### src/rtl/conv_wb_slave_if_if.sv
// Wishbone slave-side bus bundle for the convolution core register/memory window.
// Combinational bundle only: no storage, no latency.
// Backpressure is the slave's ack; the master holds cyc/stb until it sees ack.
interface conv_wb_slave_if_if;
  logic        wbs_stb_i;
  logic        wbs_cyc_i;
  logic        wbs_we_i;
  logic [3:0]  wbs_sel_i;
  logic [31:0] wbs_dat_i;
  logic [31:0] wbs_adr_i;
  logic        wbs_ack_o;
  logic [31:0] wbs_dat_o;

  modport slave (
    input  wbs_stb_i, wbs_cyc_i, wbs_we_i, wbs_sel_i, wbs_dat_i, wbs_adr_i,
    output wbs_ack_o, wbs_dat_o
  );

  modport master (
    output wbs_stb_i, wbs_cyc_i, wbs_we_i, wbs_sel_i, wbs_dat_i, wbs_adr_i,
    input  wbs_ack_o, wbs_dat_o
  );
endinterface

### src/rtl/conv_wb_slave_if.sv
// Wishbone slave exposing control regs, image/kernel write ports and result read port.
// Latency: write acked 1 cycle after accept, read acked 2 cycles after accept.
// Backpressure: one transaction in flight; nothing accepted while in RD_WAIT or ACK.
module conv_wb_slave_if #(
  parameter logic [7:0] BASE_HI         = 8'h30,
  parameter int         INST_NO         = 0,
  parameter int         IMG_ADDR_WIDTH  = 5,
  parameter int         RSLT_ADDR_WIDTH = 6
) (
  input  logic                       wb_clk_i,
  input  logic                       wb_rst_n_i,
  conv_wb_slave_if_if.slave          wb,
  output logic                       start_o,
  output logic                       soft_rst_o,
  output logic [31:0]                cfg1_o,
  output logic [31:0]                cfg2_o,
  input  logic                       done_i,
  output logic                       img_we_o,
  output logic                       kern_we_o,
  output logic [IMG_ADDR_WIDTH-1:0]  img_addr_o,
  output logic [IMG_ADDR_WIDTH-1:0]  kern_addr_o,
  output logic [23:0]                mem_wdata_o,
  output logic [RSLT_ADDR_WIDTH-1:0] rslt_addr_o,
  input  logic [7:0]                 rslt_rdata_i
);

  localparam logic [7:0]  MY_HI      = BASE_HI + 8'(INST_NO);
  localparam int unsigned IMG_DEPTH  = 32'd1 << IMG_ADDR_WIDTH;
  localparam int unsigned RSLT_DEPTH = 32'd1 << RSLT_ADDR_WIDTH;

  typedef enum logic [1:0] {ST_IDLE, ST_RD_WAIT, ST_ACK} state_e;

  state_e                     state_q, state_d;
  logic [31:0]                dat_q, dat_d;
  logic                       start_q, start_d;
  logic                       soft_rst_q, soft_rst_d;
  logic [31:0]                cfg1_q, cfg1_d;
  logic [31:0]                cfg2_q, cfg2_d;
  logic                       img_we_q, img_we_d;
  logic                       kern_we_q, kern_we_d;
  logic [IMG_ADDR_WIDTH-1:0]  img_addr_q, img_addr_d;
  logic [IMG_ADDR_WIDTH-1:0]  kern_addr_q, kern_addr_d;
  logic [23:0]                mem_wdata_q, mem_wdata_d;
  logic [RSLT_ADDR_WIDTH-1:0] rslt_addr_q, rslt_addr_d;
  logic [1:0]                 rd_region_q, rd_region_d;
  logic [5:0]                 rd_idx_q, rd_idx_d;

  logic        sel_hit;
  logic [1:0]  region;
  logic [5:0]  idx;
  logic [31:0] idx_ext;
  logic [31:0] rd_idx_ext;
  logic [31:0] wmask;
  logic        unused_adr;

  // Only the upper address byte is decoded; bits inside a word and above the region are don't-care.
  assign unused_adr = ^{wb.wbs_adr_i[23:10], wb.wbs_adr_i[1:0]};

  assign sel_hit    = wb.wbs_cyc_i & wb.wbs_stb_i & (wb.wbs_adr_i[31:24] == MY_HI);
  assign region     = wb.wbs_adr_i[9:8];
  assign idx        = wb.wbs_adr_i[7:2];
  assign idx_ext    = {26'd0, idx};
  assign rd_idx_ext = {26'd0, rd_idx_q};
  assign wmask      = {{8{wb.wbs_sel_i[3]}}, {8{wb.wbs_sel_i[2]}},
                       {8{wb.wbs_sel_i[1]}}, {8{wb.wbs_sel_i[0]}}};

  // Ack is decoded straight from the state flop, so it is glitch-free and never comb from wbs_*.
  assign wb.wbs_ack_o = (state_q == ST_ACK);
  assign wb.wbs_dat_o = dat_q;
  assign start_o      = start_q;
  assign soft_rst_o   = soft_rst_q;
  assign cfg1_o       = cfg1_q;
  assign cfg2_o       = cfg2_q;
  assign img_we_o     = img_we_q;
  assign kern_we_o    = kern_we_q;
  assign img_addr_o   = img_addr_q;
  assign kern_addr_o  = kern_addr_q;
  assign mem_wdata_o  = mem_wdata_q;
  assign rslt_addr_o  = rslt_addr_q;

  // Next-state, write side effects and read-data capture.
  always_comb begin
    state_d     = state_q;
    dat_d       = dat_q;
    start_d     = start_q;
    soft_rst_d  = soft_rst_q;
    cfg1_d      = cfg1_q;
    cfg2_d      = cfg2_q;
    img_we_d    = 1'b0;
    kern_we_d   = 1'b0;
    img_addr_d  = img_addr_q;
    kern_addr_d = kern_addr_q;
    mem_wdata_d = mem_wdata_q;
    rslt_addr_d = rslt_addr_q;
    rd_region_d = rd_region_q;
    rd_idx_d    = rd_idx_q;

    case (state_q)
      ST_IDLE: begin
        if (sel_hit) begin
          if (wb.wbs_we_i) begin
            state_d = ST_ACK;
            case (region)
              2'd0: begin
                if (idx == 6'd0 && wb.wbs_sel_i[0]) begin
                  soft_rst_d = wb.wbs_dat_i[1];
                  start_d    = wb.wbs_dat_i[2];
                end else if (idx == 6'd1) begin
                  cfg1_d = (cfg1_q & ~wmask) | (wb.wbs_dat_i & wmask);
                end else if (idx == 6'd2) begin
                  cfg2_d = (cfg2_q & ~wmask) | (wb.wbs_dat_i & wmask);
                end
              end
              2'd1: begin
                if (wb.wbs_sel_i[2:0] == 3'b111 && idx_ext < IMG_DEPTH) begin
                  img_we_d    = 1'b1;
                  img_addr_d  = idx_ext[IMG_ADDR_WIDTH-1:0];
                  mem_wdata_d = wb.wbs_dat_i[23:0];
                end
              end
              2'd2: begin
                if (wb.wbs_sel_i[2:0] == 3'b111 && idx_ext < IMG_DEPTH) begin
                  kern_we_d   = 1'b1;
                  kern_addr_d = idx_ext[IMG_ADDR_WIDTH-1:0];
                  mem_wdata_d = wb.wbs_dat_i[23:0];
                end
              end
              default: ;  // result memory is read-only from the bus
            endcase
          end else begin
            // Launch the result address now so the synchronous memory has data by end of RD_WAIT.
            state_d     = ST_RD_WAIT;
            rd_region_d = region;
            rd_idx_d    = idx;
            if (region == 2'd3 && idx_ext < RSLT_DEPTH) begin
              rslt_addr_d = idx_ext[RSLT_ADDR_WIDTH-1:0];
            end
          end
        end
      end
      ST_RD_WAIT: begin
        if (!wb.wbs_cyc_i) begin
          state_d = ST_IDLE;
        end else begin
          state_d = ST_ACK;
          dat_d   = 32'd0;
          case (rd_region_q)
            2'd0: begin
              case (rd_idx_q)
                6'd0:    dat_d = {29'd0, start_q, soft_rst_q, done_i};
                6'd1:    dat_d = cfg1_q;
                6'd2:    dat_d = cfg2_q;
                default: dat_d = 32'd0;
              endcase
            end
            2'd3: begin
              if (rd_idx_ext < RSLT_DEPTH) dat_d = {24'd0, rslt_rdata_i};
            end
            default: dat_d = 32'd0;
          endcase
        end
      end
      ST_ACK: begin
        state_d = ST_IDLE;
      end
      default: state_d = ST_IDLE;
    endcase
  end

  // State and output registers, cleared asynchronously so an in-flight transaction is dropped.
  always_ff @(posedge wb_clk_i or negedge wb_rst_n_i) begin
    if (!wb_rst_n_i) begin
      state_q     <= ST_IDLE;
      dat_q       <= 32'd0;
      start_q     <= 1'b0;
      soft_rst_q  <= 1'b0;
      cfg1_q      <= 32'd0;
      cfg2_q      <= 32'd0;
      img_we_q    <= 1'b0;
      kern_we_q   <= 1'b0;
      img_addr_q  <= '0;
      kern_addr_q <= '0;
      mem_wdata_q <= 24'd0;
      rslt_addr_q <= '0;
      rd_region_q <= 2'd0;
      rd_idx_q    <= 6'd0;
    end else begin
      state_q     <= state_d;
      dat_q       <= dat_d;
      start_q     <= start_d;
      soft_rst_q  <= soft_rst_d;
      cfg1_q      <= cfg1_d;
      cfg2_q      <= cfg2_d;
      img_we_q    <= img_we_d;
      kern_we_q   <= kern_we_d;
      img_addr_q  <= img_addr_d;
      kern_addr_q <= kern_addr_d;
      mem_wdata_q <= mem_wdata_d;
      rslt_addr_q <= rslt_addr_d;
      rd_region_q <= rd_region_d;
      rd_idx_q    <= rd_idx_d;
    end
  end

endmodule

### src/flat_wrapper.sv
// flat-port wrapper written by rule: the top's interface ports become plain ports
module conv_wb_slave_if_flat 
#(
  parameter logic [7:0] BASE_HI         = 8'h30,
  parameter int         INST_NO         = 0,
  parameter int         IMG_ADDR_WIDTH  = 5,
  parameter int         RSLT_ADDR_WIDTH = 6
)
  (wb_clk_i, wb_rst_n_i, start_o, soft_rst_o, cfg1_o, cfg2_o, done_i, img_we_o, kern_we_o, img_addr_o, kern_addr_o, mem_wdata_o, rslt_addr_o, rslt_rdata_i, wb_wbs_stb_i, wb_wbs_cyc_i, wb_wbs_we_i, wb_wbs_sel_i, wb_wbs_dat_i, wb_wbs_adr_i, wb_wbs_ack_o, wb_wbs_dat_o);
  conv_wb_slave_if_if wb_i ();
  input  logic wb_clk_i;
  input  logic wb_rst_n_i;
  output logic start_o;
  output logic soft_rst_o;
  output logic [31:0] cfg1_o;
  output logic [31:0] cfg2_o;
  input  logic done_i;
  output logic img_we_o;
  output logic kern_we_o;
  output logic [IMG_ADDR_WIDTH-1:0] img_addr_o;
  output logic [IMG_ADDR_WIDTH-1:0] kern_addr_o;
  output logic [23:0] mem_wdata_o;
  output logic [RSLT_ADDR_WIDTH-1:0] rslt_addr_o;
  input  logic [7:0] rslt_rdata_i;
  input wire logic [$bits(wb_i.wbs_stb_i)-1:0] wb_wbs_stb_i;
  input wire logic [$bits(wb_i.wbs_cyc_i)-1:0] wb_wbs_cyc_i;
  input wire logic [$bits(wb_i.wbs_we_i)-1:0] wb_wbs_we_i;
  input wire logic [$bits(wb_i.wbs_sel_i)-1:0] wb_wbs_sel_i;
  input wire logic [$bits(wb_i.wbs_dat_i)-1:0] wb_wbs_dat_i;
  input wire logic [$bits(wb_i.wbs_adr_i)-1:0] wb_wbs_adr_i;
  output wire logic [$bits(wb_i.wbs_ack_o)-1:0] wb_wbs_ack_o;
  output wire logic [$bits(wb_i.wbs_dat_o)-1:0] wb_wbs_dat_o;
  assign wb_i.wbs_stb_i = wb_wbs_stb_i;
  assign wb_i.wbs_cyc_i = wb_wbs_cyc_i;
  assign wb_i.wbs_we_i = wb_wbs_we_i;
  assign wb_i.wbs_sel_i = wb_wbs_sel_i;
  assign wb_i.wbs_dat_i = wb_wbs_dat_i;
  assign wb_i.wbs_adr_i = wb_wbs_adr_i;
  assign wb_wbs_ack_o = wb_i.wbs_ack_o;
  assign wb_wbs_dat_o = wb_i.wbs_dat_o;
  conv_wb_slave_if #(.BASE_HI(BASE_HI), .INST_NO(INST_NO), .IMG_ADDR_WIDTH(IMG_ADDR_WIDTH), .RSLT_ADDR_WIDTH(RSLT_ADDR_WIDTH)) u_core (.wb_clk_i(wb_clk_i), .wb_rst_n_i(wb_rst_n_i), .wb(wb_i), .start_o(start_o), .soft_rst_o(soft_rst_o), .cfg1_o(cfg1_o), .cfg2_o(cfg2_o), .done_i(done_i), .img_we_o(img_we_o), .kern_we_o(kern_we_o), .img_addr_o(img_addr_o), .kern_addr_o(kern_addr_o), .mem_wdata_o(mem_wdata_o), .rslt_addr_o(rslt_addr_o), .rslt_rdata_i(rslt_rdata_i));
endmodule
### config.mk
export PLATFORM = sky130hd
export DESIGN_NAME = conv_wb_slave_if_flat
export DESIGN_NICKNAME = d
export VERILOG_FILES = /design/src/rtl/conv_wb_slave_if_if.sv /design/src/rtl/conv_wb_slave_if.sv /design/src/flat_wrapper.sv
export SDC_FILE = /design/constraint.sdc
export NUM_CORES = 1
export LEC_CHECK = 0
export BUFFER_PORTS_ARGS = -buffer_cell sky130_fd_sc_hd__buf_2
export CORE_MARGIN = 5
export CORE_UTILIZATION = 45
export DETAILED_ROUTE_END_ITERATION = 10
export GPL_ROUTABILITY_DRIVEN = 0
export GPL_TIMING_DRIVEN = 0
export MAX_ROUTING_LAYER = met4
export PLACE_DENSITY = 0.76
export RECOVER_POWER = 25
export REMOVE_ABC_BUFFERS = 1
export SLEW_MARGIN = 20
export SYNTH_ARGS = -nofsm -noshare
export SYNTH_HDL_FRONTEND = slang
export SYNTH_SLANG_ARGS = --single-unit
### constraint.sdc
create_clock -name wb_clk_i -period 2.5 [get_ports wb_clk_i]
set_input_delay 0.125 -clock wb_clk_i [delete_from_list [all_inputs] [get_ports wb_clk_i]]
set_output_delay 0.125 -clock wb_clk_i [all_outputs]
set_load 0.01 [all_outputs]
==> results.sh <==
export IMPL_status="complete, but fails checks"
export IMPL_violations="capacitance limit, slew limit"
export IMPL_crit_path_end_kind="register"
export IMPL_grtUsageMet3=0.0467
export IMPL_r2r_start="u_core.state_q[0]$_DFFE_PN0P_"
export IMPL_synth_area_per_cell_sq_um=14.0
export IMPL_slew_viol_final=67
export IMPL_clk_pin_slew_ps=60
export IMPL_grt_pass1_wl_microns=27700
export IMPL_grtUsageTotal=0.223
export IMPL_layout_drive_gt1_share=0.454
export IMPL_row_count=43
export IMPL_die_y_microns=128
export IMPL_required_ps=2800
export IMPL_r2r_end="u_core.mem_wdata_o[12]$_DFFE_PN0P_"
export IMPL_fin_nets=788
export IMPL_use_met1=0.270
export IMPL_fin_ws_ps=189
export IMPL_min_delay_path_class="in2reg"
export IMPL_globalRouteOverflowTotal=0
export IMPL_dp_slack_ps=-480
export IMPL_wl_per_cell_microns=19.2
export IMPL_ys_warn_count=0
export IMPL_diodes=0
export IMPL_cts_sinks=150
export IMPL_drcViolationCount=0
export IMPL_area_growth_pct=36.6
export IMPL_ant_nets=0
export IMPL_busiest_layer="met2"
export IMPL_peakVddDrop_v=0.000423
export IMPL_rsz0062_at_grt="false"
export IMPL_synth_area_leaders="dfrtp_1 60%, mux2_2 20%, a22oi_1 4.3%"
export IMPL_cts_inserted_buffers=17
export IMPL_layout_commonest_cell="buf_2"
export IMPL_ys_ff_latch=150
export IMPL_slew_headroom=-0.115
export IMPL_cap_viol_max_count=1
export IMPL_io_buffers=206
export IMPL_die_w_microns=128
export IMPL_clk_insertion_delay_late_ps=420
export IMPL_cts_tree="yes"
export IMPL_setup_tns_ps=0
export IMPL_cts_max_level=4
export IMPL_drtIter0Drc=260
export IMPL_crit_path_start_kind="register"
export IMPL_synth_area_sq_um=6240
export IMPL_crit_arrival_ps=2610
export IMPL_avgViaCountPerCell=5.33
export IMPL_setup_viol=0
export IMPL_vias=4760
export IMPL_die_area_sq_um=16300
export IMPL_period_minus_slack_ps=2310
export IMPL_first_pass_iters=4
export IMPL_routed_wl_microns=17200
export IMPL_p_per_area_nw_per_um2=627
export IMPL_layout_common_cells="161 x buf_2, 150 x dfrtp_1, 112 x mux2_2, 47 x clkbuf_1, 44 x dlygate4sd3_1"
export IMPL_endpoint="u_core.mem_wdata_o[12]$_DFFE_PN0P_"
export IMPL_start_util=0.455
export IMPL_synth_cells=447
export IMPL_core_sq_um=13700
export IMPL_crit_type="reg2reg"
export IMPL_cts_root_buf="clkbuf_16"
export IMPL_max_freq_mhz=433
export IMPL_crit_fanout=24
export IMPL_grt_max_degree=85
export IMPL_cts_path_max_buffers=2
export IMPL_yosysSeqAreaShare=0.602
export IMPL_synth_top_cell_area_share=0.602
export IMPL_antenna_found_initial=0
export IMPL_crit_start="u_core.state_q[0]$_DFFE_PN0P_"
export IMPL_rrSetupSlack_ps=190
export IMPL_worstMarginPinSlew_ps=1670
export IMPL_layout_worst_path_cycle_share=0.924
export IMPL_met2_usage=0.366
export IMPL_io_pins=223
export IMPL_finClkSkew_ps=8.28
export IMPL_yosysTopAreaCell="dfrtp_1"
export IMPL_leakagePower_nw=4.50
export IMPL_grt_pass1_vias=5263
export IMPL_hold_viol_final=0
export IMPL_synth_cell_types=30
export IMPL_ff2ff_path_depth=4
export IMPL_post_dp_hpwl_microns=11700
==> how the worst min path moves through the flow <==
stage | from | to | slack [ps] | depth (start not counted)
after floorplan | wb_rst_n_i | asynchronous set/reset pin | -170 | 0
after global placement | rslt_rdata_i[3] | u_core.wb.wbs_dat_o[3]$_DFFE_PN0P_ | 360 | 3
after detailed placement | wb_rst_n_i | u_core.wb.wbs_dat_o[24]$_DFFE_PN0P_ | 100 | 1
after CTS | wb_wbs_adr_i[4] | u_core.rd_idx_q[2]$_DFFE_PN0P_ | 20 | 2
after global routing | wb_wbs_adr_i[6] | u_core.img_addr_o[4]$_DFFE_PN0P_ | 50 | 2
final | wb_wbs_adr_i[4] | u_core.img_addr_o[2]$_DFFE_PN0P_ | 40 | 2
==> logic make-up after synthesis <==
logic type	after synthesis	synth area share
DFF	150	0.602
adders and majority gates	6	0.0120
and+or+nand+nor	73	0.0842
AOI/OAI and AO/OA	74	0.0752
muxes	117	0.210
buffers and inverters	27	0.0166
==> per-stage QoR <==
step | utilization | hold slack (ps) | cell area [sq um] | cells | power (mW)
2_1_floorplan | - | -171 | 6150 | 425 | 2.51
3_3_place_gp | 0.540 | 355 | 7410 | 811 | 2.64
3_5_place_dp | 0.546 | 102 | 7500 | 816 | 2.65
4_1_cts | 0.625 | 20.2 | 8580 | 893 | 5.39
5_1_grt | 0.621 | 45.8 | 8520 | 893 | 5.53
6_report | 0.621 | 44.0 | 8520 | 893 | 5.34
==> timing repair <==
| action | CTS | global route |
|---|---|---|
| endpoints found under the hold margin | 169 | 0 |
| pin swaps | 1 | 0 |
| hold buffers | 44 | 0 |
| setup endpoints to repair | 66 | 19 |
| resized for setup | 0 | 1 |
| setup buffers | 1 | 0 |
==> metal layers <==
layer | wire length [microns] | share of wire
met1 | 6960 | 0.41
met2 | 8820 | 0.51
met3 | 978 | 0.057
met4 | 429 | 0.025
met5 | 0 | 0
==> final cells by class <==
class	instances	area (sq um)
Clock buffer	21	450
Sequential cell	150	3750
Multi-Input combinational cell	270	2390
Tap cell	180	225
Clock inverter	11	171
Fill cell	1049	5200
Timing Repair Buffer	256	1510
Inverter	5	18.8
==> critical path, stage by stage (launching register included) <==
cell and delay [ps]:
dfrtp_1 430, or4b_1 690, nor2_1 180, nand2_2 420
mux2_2 450
==> synthesized netlist by cell type, drive strengths merged <==
cell     count
and3b        2
o21ai       31
nand4       12
nor2         9
nand3b       1
a2111o       1
clkbuf      15
ha           6
a21oi        5
mux2i        5
a22oi       36
o31ai        1
nor3b        1
nor4         3
and2         1
and3         2
nand2b       1
buf          7
nor3         2
or4b         1
inv          5
nand2       30
nand4bb      2
dfrtp      150
mux2       112
nand3        2
nor2b        4
==> power breakdown <==
part / internal, mW / switching [mW] / leakage (nW) / total, mW
clock network: 1.70 / 0.980 / 0.298 / 2.68
registers: 2.43 / 0.00314 / 2.09 / 2.44
logic: 0.102 / 0.126 / 2.11 / 0.228
total: 4.23 / 1.11 / 4.50 / 5.34
No activity file was read; power rests on OpenSTA's default activity.
